<file path="config.mk">
export PLATFORM = sky130hd
export DESIGN_NAME = cordic_sincos
export DESIGN_NICKNAME = d
export VERILOG_FILES = /design/src/rtl/cordic_sincos.sv
export SDC_FILE = /design/constraint.sdc
export NUM_CORES = 1
export LEC_CHECK = 0
export ABC_AREA = 1
export BUFFER_PORTS_ARGS = -buffer_cell sky130_fd_sc_hd__buf_4
export CAP_MARGIN = 20
export CORE_MARGIN = 2
export CORE_UTILIZATION = 40
export CTS_CLUSTER_DIAMETER = 60
export DETAILED_ROUTE_END_ITERATION = 8
export PLACE_DENSITY = 0.64
export SYNTH_ARGS = -nofsm -noshare
export SYNTH_HDL_FRONTEND = slang
export SYNTH_HIERARCHICAL = 1
export SYNTH_SLANG_ARGS = --single-unit
</file>
<file path="constraint.sdc">
create_clock -name clk -period 7.1 [get_ports clk]
set_input_delay 1.42 -clock clk [delete_from_list [all_inputs] [get_ports clk]]
set_output_delay 1.42 -clock clk [all_outputs]
set_load 0.005 [all_outputs]
</file>
<file path="src/rtl/cordic_sincos.sv">
// Iterative 24-step CORDIC rotation: signed Q8.24 angle in, Q8.24 cosine/sine out.
// One request in flight; the arctangent table lives in the fixangles instance below.
module fixangles (
  input  logic [4:0]  step,
  output logic [31:0] angle
);
  // atan(2^-i) in Q8.24, rounded to nearest
  always_comb begin
    angle = 32'h0000_0000;
    case (step)
      5'd0:  angle = 32'h00C90FDB;
      5'd1:  angle = 32'h0076B19C;
      5'd2:  angle = 32'h003EB6EC;
      5'd3:  angle = 32'h001FD5BB;
      5'd4:  angle = 32'h000FFAAE;
      5'd5:  angle = 32'h0007FF55;
      5'd6:  angle = 32'h0003FFEB;
      5'd7:  angle = 32'h0001FFFD;
      5'd8:  angle = 32'h00010000;
      5'd9:  angle = 32'h00008000;
      5'd10: angle = 32'h00004000;
      5'd11: angle = 32'h00002000;
      5'd12: angle = 32'h00001000;
      5'd13: angle = 32'h00000800;
      5'd14: angle = 32'h00000400;
      5'd15: angle = 32'h00000200;
      5'd16: angle = 32'h00000100;
      5'd17: angle = 32'h00000080;
      5'd18: angle = 32'h00000040;
      5'd19: angle = 32'h00000020;
      5'd20: angle = 32'h00000010;
      5'd21: angle = 32'h00000008;
      5'd22: angle = 32'h00000004;
      5'd23: angle = 32'h00000002;
      default: angle = 32'h0000_0000;
    endcase
  end
endmodule

module cordic_sincos #(
  parameter int          ITER  = 24,
  parameter logic [31:0] KINIT = 32'h009B74ED
) (
  input  logic        clk,
  input  logic        rst,
  input  logic        start,
  input  logic [31:0] angle_in,
  output logic        busy,
  output logic        valid,
  output logic [31:0] cos_out,
  output logic [31:0] sin_out,
  output logic        range_err
);
  localparam int DATA_W = 32;
  localparam logic signed [DATA_W-1:0] PI   = 32'sh03243F6B;
  localparam logic signed [DATA_W-1:0] NPI  = -PI;
  localparam logic signed [DATA_W-1:0] HPI  = 32'sh01921FB5;
  localparam logic signed [DATA_W-1:0] NHPI = -HPI;
  localparam logic [4:0] LAST = 5'(ITER - 1);

  typedef enum logic [1:0] {S_IDLE, S_RUN, S_DONE} state_t;

  state_t                    state;
  logic signed [DATA_W-1:0]  x, y, z;
  logic [4:0]                step;
  logic                      neg;
  logic [DATA_W-1:0]         atan_step;

  logic signed [DATA_W-1:0]  ain, ld_z, xs, ys, x_n, y_n, z_n;
  logic                      ld_err, ld_neg;

  function automatic logic signed [DATA_W-1:0] cond_neg(
    input logic signed [DATA_W-1:0] v,
    input logic                     n
  );
    return n ? -v : v;
  endfunction

  fixangles u_fixangles (
    .step  (step),
    .angle (atan_step)
  );

  // Load decode: range check and fold into [-pi/2, +pi/2]; the fold is undone by negating both results
  always_comb begin
    ain    = signed'(angle_in);
    ld_err = (ain > PI) || (ain < NPI);
    ld_neg = 1'b0;
    ld_z   = ain;
    if (ain > HPI) begin
      ld_z   = ain - PI;
      ld_neg = 1'b1;
    end else if (ain < NHPI) begin
      ld_z   = ain + PI;
      ld_neg = 1'b1;
    end
  end

  // One micro-rotation; direction follows the sign of the residual angle
  always_comb begin
    xs = x >>> step;
    ys = y >>> step;
    if (!z[DATA_W-1]) begin
      x_n = x - ys;
      y_n = y + xs;
      z_n = z - signed'(atan_step);
    end else begin
      x_n = x + ys;
      y_n = y - xs;
      z_n = z + signed'(atan_step);
    end
  end

  always_ff @(posedge clk or posedge rst) begin
    if (rst) begin
      state     <= S_IDLE;
      busy      <= 1'b0;
      valid     <= 1'b0;
      cos_out   <= '0;
      sin_out   <= '0;
      range_err <= 1'b0;
      step      <= '0;
      x         <= '0;
      y         <= '0;
      z         <= '0;
      neg       <= 1'b0;
    end else begin
      valid <= 1'b0;
      case (state)
        // The edge that ends DONE may already accept the next request
        S_IDLE, S_DONE: begin
          busy <= 1'b0;
          step <= '0;
          if (start) begin
            if (ld_err) begin
              state     <= S_DONE;
              valid     <= 1'b1;
              range_err <= 1'b1;
              cos_out   <= '0;
              sin_out   <= '0;
            end else begin
              state     <= S_RUN;
              busy      <= 1'b1;
              range_err <= 1'b0;
              x         <= signed'(KINIT);
              y         <= '0;
              z         <= ld_z;
              neg       <= ld_neg;
            end
          end else begin
            state <= S_IDLE;
          end
        end
        S_RUN: begin
          x <= x_n;
          y <= y_n;
          z <= z_n;
          if (step == LAST) begin
            state   <= S_DONE;
            busy    <= 1'b0;
            valid   <= 1'b1;
            step    <= '0;
            cos_out <= cond_neg(x_n, neg);
            sin_out <= cond_neg(y_n, neg);
          end else begin
            step <= step + 5'd1;
          end
        end
        default: begin
          state <= S_IDLE;
          busy  <= 1'b0;
          step  <= '0;
        end
      endcase
    end
  end
endmodule
</file>
# [Word-level counts from Yosys, hierarchy flattened]
# Memory sizes are Yosys's and may differ from the RTL's.
# Index checks and enable logic that the tools add are counted.
[word_totals] wordCells=83 romBits=768 out_inout_bits=67 inputBits=35 regBits=171 n_memories=1
[op_classes] mux=38 shift=2 reduce_logical=8 order_cmp=4 add_sub_neg=11 n_bitwise=1 n_eq_ne=7
[mem_list] name="(name not given)" depth=32 width=24 rd=1 rd_clocked_by_memory_dff=0 wr=0 line="10" source="case (step)"
[ops] cell="$mux 32" n=17
[ops] cell="$pmux 32 s2" n=5
[ops] cell="$add 32x32->32" n=3
[ops] cell="$sub 32x32->32" n=3
[ops] cell="$neg 32->32" n=2
[ops] cell="$sshr 32x5->32" n=2
[ops] cell="$add 32x27->32 const B" n=1
[ops] cell="$gt 32x26->1 const B" n=1
[ops] cell="$gt 32x27->1 const B" n=1
[ops] cell="$lt 32x26->1 const B" n=1
[ops] cell="$lt 32x27->1 const B" n=1
[ops] cell="$sub 32x27->32 const B" n=1
[ops] cell="$mux 5" n=2
[ops] cell="$mux 1" n=8
[ops] cell="$ne 2x2->1 const B" n=4
[ops] cell="$mux 2" n=3
[ops] cell="$reduce_and 3->1" n=2
[ops] cell="$add 5x1->5 const B" n=1
[ops] cell="$eq 5x5->1 const B" n=1
[ops] cell="$pmux 1 s2" n=2
[ops] cell="$pmux 2 s2" n=1
[ops] cell="$reduce_and 4->1" n=1
[ops] cell="$eq 2x1->1 const B" n=1
[ops] cell="$eq 2x2->1 const B" n=1
[ops] cell="6 further kinds" n=6

# [Logic depth before layout (Yosys ltp)]
# Gate-level depths: netlist of the first run.
[depth] depth_word=7 depth_mapped=44 depth_no_buf=41

# [Hierarchy]
# Netlist of the first run, hierarchy kept.
[modules_own_cells] module="cordic_sincos" n_inst=1 cells_each=3763 seq_area_each_um2=4254.1 area_per_inst_um2=21615.7
[modules_own_cells] module="fixangles" n_inst=1 cells_each=103 seq_area_each_um2=0.0 area_per_inst_um2=650.6

# [Least setup slack after synthesis of the first run]
# Ideal clock, no wire load.
[synth_timing] path_kind="register -> register" from="reg step[0]" to="reg sin_out[31]" stages_incl_launch_ff=41 setup_slack_ns=2.753 n_path_buf=3 t_arrival_ns=4.230 setup_ns=0.117 path_cell_list="dfrtp_1 -> buf_6 -> inv_4 -> buf_6 -> buf_8 -> nand2_1 -> nand3_1 -> nand3_1 -> nand2_1 -> nand2_1 -> nand3_1 -> nand2_1 -> inv_1 -> ha_1 -> inv_1 -> nor2_1 -> nand2_1 -> nor2_2 -> (+5 left out) -> nand2_1 -> inv_1 -> nand2_1 -> nand2_1 -> a21oi_1 -> nand2_1 -> nand2_1 -> nand2_1 -> nor2_1 -> nand4_1 -> nor2_2 -> nand3_1 -> nand2_1 -> nand3_1 -> nor2_1 -> nand2_1 -> nand3_1 -> nand2_1"
[synth_between] elab_chain_len=7
[synth_rtl] element="start, declared" line="65" source="logic [4:0] step;"
[synth_rtl] element="start signal, assigned" line="166" source="step <= step + 5'd1;"
[synth_rtl] element="$sshr 32x5->32" line="101" source="xs = x >>> step;"
[synth_rtl] element="$add 32x32->32 / $sub 32x32->32 (equally long branches)" line="105, 109"
[synth_rtl] element="$mux 32" line="103" source="if (!z[DATA_W-1]) begin"
[synth_rtl] element="$neg 32->32" line="76" source="return n ? -v : v;"
[synth_rtl] element="$mux 32" line="76"
[synth_rtl] element="$mux 32" line="158" source="if (step == LAST) begin"
[synth_rtl] element="$pmux 32 s2" line="129" source="case (state)"
[synth_rtl] element="end signal, assigned" line="164" source="sin_out <= cond_neg(y_n, neg);"
[synth_rtl] element="end, declared" line="51" source="output logic [31:0] sin_out,"
# Parallel ways exist; a longest one is shown, timed or not. The select of a mux whose other input is x is not followed.
# A chain may end at the register's enable or synchronous reset.

# [Final worst setup path of the first run]
[layout_timing] from="reg step[0]" to="reg sin_out[27]"
# The elaborated chain is that of the path after synthesis.

==> results by group, run 1 <==
Yosys
  – Mapped Cells: 3866
  – Synth warn: 6
  – Most used DFF post-synth: dfrtp_1
  – Sequential share of the synthesized area: 19.1%
  – Yosys reg bits: 170
  – Post-synth EDFFs: 0
  – FFs w/ async S/R, synth: 100%
  – Distinct cell type count after synthesis: 60
  – Synthesized area per cell: 5.76 µm²
  – Mapped Area: 22300 µm²

Placed design
  – PortBufs: 101
  – Post-detail-place hpwl: 61600 µm
  – Cell Area, Placed: 23500 µm²
  – GPL Wtd Cong: 1.01

Min path
  – Hold Path Cell Cnt: 2
  – Hold_sp: cos_out[31]$_DFFE_PP0P_
  – Worst hold endpoint: cos_out[31]$_DFFE_PP0P_
  – Min-delay worst type: reg2reg

Worst setup path
  – Reg-to-reg setup timing slack: 0.91 ns
  – Critical Path RT: 7.49 ns
  – CP startpoint kind: flip-flop
  – Slowest cell on the critical path: dfrtp_2
  – Family with the most delay on the worst path: simple AND/OR/NAND/NOR gates
  – Crit-path max FO: 37
  – Worst r2r src: step[0]$_DFF_PP0_
  – FF-to-FF End: sin_out[27]$_DFFE_PP0P_
  – Slowest cell delay on critical path: 0.79 ns
  – Worst setup startpoint: step[0]$_DFF_PP0_
  – Critical path type: reg2reg
  – Worst Path Buf+Inv: 5
  – FF-to-FF path depth: 31
  – Setup crit end kind: flip-flop
  – Crit path arrival time: 6.58 ns

Die
  – Core Box Area: 55100 µm²
  – Die Span Y: 240 µm
  – IO Pins: 102
  – Die W: 240 µm
  – Die ar.: 57600 µm²
  – Number of cell rows: 86
  – Initial core utilization: 40.4%

STA
  – Final period util: 87.2%
  – Unrepaired setup endpoints after global routing: false
  – Endpoints failing setup: 0
  – Hold slack: 0.488 ns
  – Max_slew headroom: 31.5%
  – Fmax: 0.162 GHz
  – Worst Tran Pin Value: 1.03 ns
  – Final count of hold timing violations: 0
  – Tmin final: 6.19 ns
  – Clk_skew: 0.0206 ns
  – Total negative setup slack: 0 ns
  – Max Slew Vio Count: 0

Route
  – Drt drc: 0
  – Routed WL: 79100 µm
  – WL/cell: 17.0 µm
  – Vias per cell: 5.44
  – DR vias: 25200
  – Initial DRC count: 2741
  – Routed Antenna Nets: 0
  – DRT Pass-1 Iters: 6

Layout
  – Layout cells sized above 1: 6.53%
  – Layout Area Growth over Synthesis: 8.18%
  – Ant diodes: 0
  – Design area: 24100 µm²
  – Final net count: 4029

Global routing
  – Grt total ovfl: 0
  – Largest net degree at the start of global routing: 101
  – Initial antenna violation count: 0
  – Gr usage total: 27.6%
  – First-pass GRT wire length: 126000 µm
  – Vias in the first global route: 23100

Clock network
  – Root buffer cell: clkbuf_16
  – Post-CTS Hold Buffers: 0
  – CTS resizes: 0
  – CTS tree: built
  – Post-CTS Setup Repair Bufs: 0
  – Clk sink count: 170
  – Worst-Skew Late Latency: 0.52 ns
  – CTS Buf Count: 17
  – Clock slew at reported path FFs: 0.08 ns
  – CTS max path bufs: 2
  – H-tree depth: 4

Job
  – Max Cap Viol: 0

Run status
  – Status: completed
metal layers:
layer / vias to the layer above / global-route usage (%) / share of wire (%)
li1: 12600 / - / -
met1: 11600 / 38.6 / 46
met2: 903 / 42.9 / 44
met3: 137 / 3.63 / 6.6
met4: 0 / 11.3 / 4.0
met5: - / 0 / 0
worst reg2reg max path: cells and delay by family, from the launching register on:
| family | cells | cell delay [ns] |
|---|---|---|
| adder cells (fa/ha/maj) | 2 | 0.50 |
| buffers and inverters | 5 | 0.90 |
| AO/OA/AOI/OAI | 3 | 0.42 |
| XOR/XNOR | 2 | 0.93 |
| flip-flops | 1 | 0.79 |
| AND/OR/NAND/NOR | 19 | 2.54 |
Yosys cell counts, types with 3 or more instances:
master,number,area (µm²)
a21o_1,4,30.0
a21oi_1,216,1080
a21oi_2,5,43.8
a22o_1,14,123
a31oi_1,13,81.3
buf_1,20,75.1
buf_2,43,215
buf_4,17,128
buf_6,8,90.1
clkbuf_1,53,199
dfrtp_1,170,4250
fa_1,3,60.1
ha_1,115,1440
inv_1,411,1540
inv_2,9,33.8
nand2_1,1281,4810
nand2_2,17,106
nand3_1,437,2190
nand3_2,10,100
nand3b_1,10,75.1
nand4_1,61,382
nor2_1,379,1420
nor2_2,8,50.1
nor3_1,42,210
nor3_2,5,50.1
nor4_1,16,100
o211ai_1,17,128
o21a_1,6,45.0
o21ai_0,230,1150
o21ai_1,16,80.1
o21ai_2,10,87.6
o21bai_1,9,67.6
o22ai_1,13,81.3
o31ai_1,13,97.6
or2_2,7,43.8
xnor2_1,43,377
xor2_1,107,937
layout make-up:
type / instances / area, µm²
multi-input combinational: 3136 / 15700
clock buffer: 18 / 429
clock inverter: 14 / 173
sequential: 170 / 4260
tap: 748 / 936
fill: 6060 / 31000
timing repair buffer: 127 / 973
inverter: 424 / 1610
sequential cells by signal, summed over array words and instances, names as in the netlist:
signal and flops:
cos_out 32, neg 1, range_err 1, sin_out 32
state 2, step 5, valid 1, x 32
y 32, z 32
cell usage in the layout (no fill, tap or decap), drive strengths merged, types with 13 or more instances in the layout:
| cell type | instances |
|---|---|
| nand2 | 1300 |
| nand3 | 447 |
| inv | 433 |
| nor2 | 389 |
| o21ai | 257 |
| a21oi | 221 |
| dfrtp | 170 |
| buf | 127 |
| ha | 115 |
| xor2 | 107 |
| nand4 | 61 |
| nor3 | 48 |
| xnor2 | 43 |
| clkbuf | 18 |
| o211ai | 17 |
| nor4 | 17 |
| o22ai | 15 |
| a22o | 14 |
| o31ai | 13 |
| a31oi | 13 |
per-stage QoR:
step           cells  worst slack, ns  utilization, %
6_report        4637            0.908            43.7
5_1_grt         4637            0.365            43.7
4_1_cts         4635             1.15            43.7
3_5_place_dp    4603             1.15            42.6
3_3_place_gp    4603             1.21            42.6
2_1_floorplan   3873             1.08               -
worst max path at each step:
stage	cells after the start	slack, ns	to
after floorplan	1	1.08	cos_out[0]$_DFFE_PP0P_
after global placement	31	1.21	sin_out[27]$_DFFE_PP0P_
after detailed placement	30	1.15	cos_out[26]$_DFFE_PP0P_
after CTS	31	1.15	cos_out[28]$_DFFE_PP0P_
after global routing	31	0.37	cos_out[30]$_DFFE_PP0P_
final	31	0.91	sin_out[27]$_DFFE_PP0P_
logic make-up (layout without fill, tap and decap cells):
family / after synthesis / in the layout / synth area share, %
adders and majority gates: 118 / 118 / 6.73
xor gates and xnor gates: 150 / 150 / 5.90
AOI/OAI and AO/OA: 578 / 578 / 14.5
and+or+nand+nor: 2282 / 2282 / 43.3
DFF: 170 / 170 / 19.1
other: 1 / 8 / 0.0168
buffers and inverters: 567 / 583 / 10.5
Power of run 1 is left out: the tool's default activity adds up to more than one toggle a clock period on the data nets, which glitch-free logic cannot reach.
==> inputs of run 2 (changes only) <==
- CTS_BUF_LIST: not set -> sky130_fd_sc_hd__clkbuf_4 sky130_fd_sc_hd__clkbuf_8
==> run 2 against run 1 <==
- first-iteration DRC count fell by 1.9%
- non-clock buffer count stayed put
- hold slack better by 0.0096 ns
- die area stayed put
- core utilization is 0.34 points lower
- global-route usage barely moved
- largest cell class unchanged
- via count about the same
- design area down 0.77%
- fmax rose by 1.9%
- register-to-register slack gained 0.12 ns
- final cell count about the same
- highest routed layer unchanged
- sequential cell count did not move
==> results by group, run 2 (synthesis gave the netlist of run 1 again) <==
Run status
  – Status: completed

Layout
  – Most frequent cells in the layout: 1281 x nand2_1, 437 x nand3_1, 409 x inv_1, 376 x nor2_1, 230 x o21ai_0
  – Layout Area Growth over Synthesis: 7.35%
  – Layout cells sized above 1: 6.56%
  – Commonest non-fill, non-tap cell in the layout: nand2_1
  – Non-filler instance count after layout: 4638
  – Final net count: 4029

Min path
  – Worst hold endpoint: cos_out[31]$_DFFE_PP0P_
  – Min-delay worst type: reg2reg
  – Hold_sp: cos_out[31]$_DFFE_PP0P_
  – Hold Path Cell Cnt: 2

Placed design
  – DP Worst Slack: 1.15 ns
  – GPL Wtd Cong: 1.01
  – Placed insts: 4603
  – Post-detail-place hpwl: 61600 µm
  – PortBufs: 101

Worst setup path
  – Crit-path max FO: 37
  – FF-to-FF path depth: 32
  – Critical path type: reg2reg
  – FF-to-FF End: cos_out[29]$_DFFE_PP0P_
  – Critical Path RT: 7.58 ns
  – Crit path arrival time: 6.55 ns
  – Slowest cell delay on critical path: 0.80 ns
  – Worst r2r src: step[0]$_DFF_PP0_
  – Reg-to-reg setup timing slack: 1.03 ns
  – Cell repeated most along the worst path: nand2_1
  – Slowest cell on the critical path: dfrtp_2
  – CP startpoint kind: flip-flop
  – Setup crit end kind: flip-flop

Die
  – Core Box Area: 55100 µm²
  – Number of cell rows: 86
  – Die Span Y: 240 µm
  – Die ar.: 57600 µm²
  – Initial core utilization: 40.4%
  – IO Pins: 102
  – Die W: 240 µm

Clock network
  – Worst-Skew Late Latency: 0.60 ns
  – Post-CTS Hold Buffers: 0
  – H-tree depth: 4
  – CTS tree: built
  – Root buffer cell: clkbuf_8
  – CTS Buf Count: 17
  – CTS max path bufs: 2
  – CTS resizes: 0
  – Post-CTS Setup Repair Bufs: 0
  – Clk sink count: 170
  – Clock slew at reported path FFs: 0.12 ns

STA
  – Final count of hold timing violations: 0
  – Hold slack: 0.497 ns
  – Tmin final: 6.07 ns
  – Fmax: 0.165 GHz
  – Worst Tran Pin Value: 1.05 ns
  – Total negative setup slack: 0 ns
  – Final period util: 85.6%
  – Final worst slack: 1.03 ns
  – Clk_skew: 0.0279 ns
  – Max Slew Vio Count: 0
  – Endpoints failing setup: 0
  – Max_slew headroom: 30.0%
  – Unrepaired setup endpoints after global routing: false

Global routing
  – Largest net degree at the start of global routing: 101
  – First-pass GRT wire length: 126000 µm
  – Initial antenna violation count: 1
  – Gr usage total: 27.6%
  – Grt total ovfl: 0
  – Vias in the first global route: 23100

Route
  – Routed WL: 78900 µm
  – DR vias: 25200
  – Drt drc: 0
  – Vias per cell: 5.44
  – Routed Antenna Nets: 0
  – DRT Pass-1 Iters: 6
  – WL/cell: 17.0 µm
  – Initial DRC count: 2690

Job
  – Max Cap Viol: 0
run 2: changes by cell type in the layout (fill, tap and decap cells not counted):
| cell | change |
|---|---|
| clkbuf_4 | +1 |
| clkbuf_1 | -1 |
| clkbuf_16 | -17 |
| diode_2 | +1 |
| clkbuf_8 | +17 |
run 2: layer usage:
layer	vias to the layer above	share of wire, %	GRT usage (%)
met2	919	43	42.8
met3	150	6.8	4.21
met1	11500	46	38.2
met4	0	4.2	11.5
met5	-	0	0
li1	12600	-	-
run 2: stage by stage:
| stage | util, % | instance area (µm²) |
|---|---|---|
| 2_1_floorplan | - | 22300 |
| 3_3_place_gp | 42.6 | 23500 |
| 3_5_place_dp | 42.6 | 23500 |
| 4_1_cts | 43.3 | 23900 |
| 5_1_grt | 43.4 | 23900 |
| 6_report | 43.4 | 23900 |
run 2: how the worst max path moves through the flow:
stage	from	end	slack, ns
6_report	step[0]$_DFF_PP0_	cos_out[29]$_DFFE_PP0P_	1.03
5_1_grt	step[0]$_DFF_PP0_	cos_out[28]$_DFFE_PP0P_	0.36
4_1_cts	step[0]$_DFF_PP0_	cos_out[28]$_DFFE_PP0P_	1.14
3_5_place_dp	step[0]$_DFF_PP0_	cos_out[26]$_DFFE_PP0P_	1.15
3_3_place_gp	step[0]$_DFF_PP0_	sin_out[27]$_DFFE_PP0P_	1.21
2_1_floorplan	rst	cos_out[0]$_DFFE_PP0P_	1.08
run 2: critical path: cells and delay by family, from the launching register on:
family | cells | cell delay, ns
xor gates and xnor gates | 1 | 0.14
AOI/OAI and AO/OA | 2 | 0.51
buffers and inverters | 7 | 1.04
DFF | 1 | 0.80
adders and majority gates | 2 | 0.55
and+or+nand+nor | 20 | 2.87
run 2: final cells by class:
cell class                 count  area, µm²
fill                        6101      31200
multi-input combinational   3136      15700
sequential                   170       4260
inverter                     424       1610
timing repair buffer         127        973
tap                          748        936
clock buffer                  18        241
clock inverter                14        173
antenna                        1       2.50
Power of run 2 is left out for the same reason.
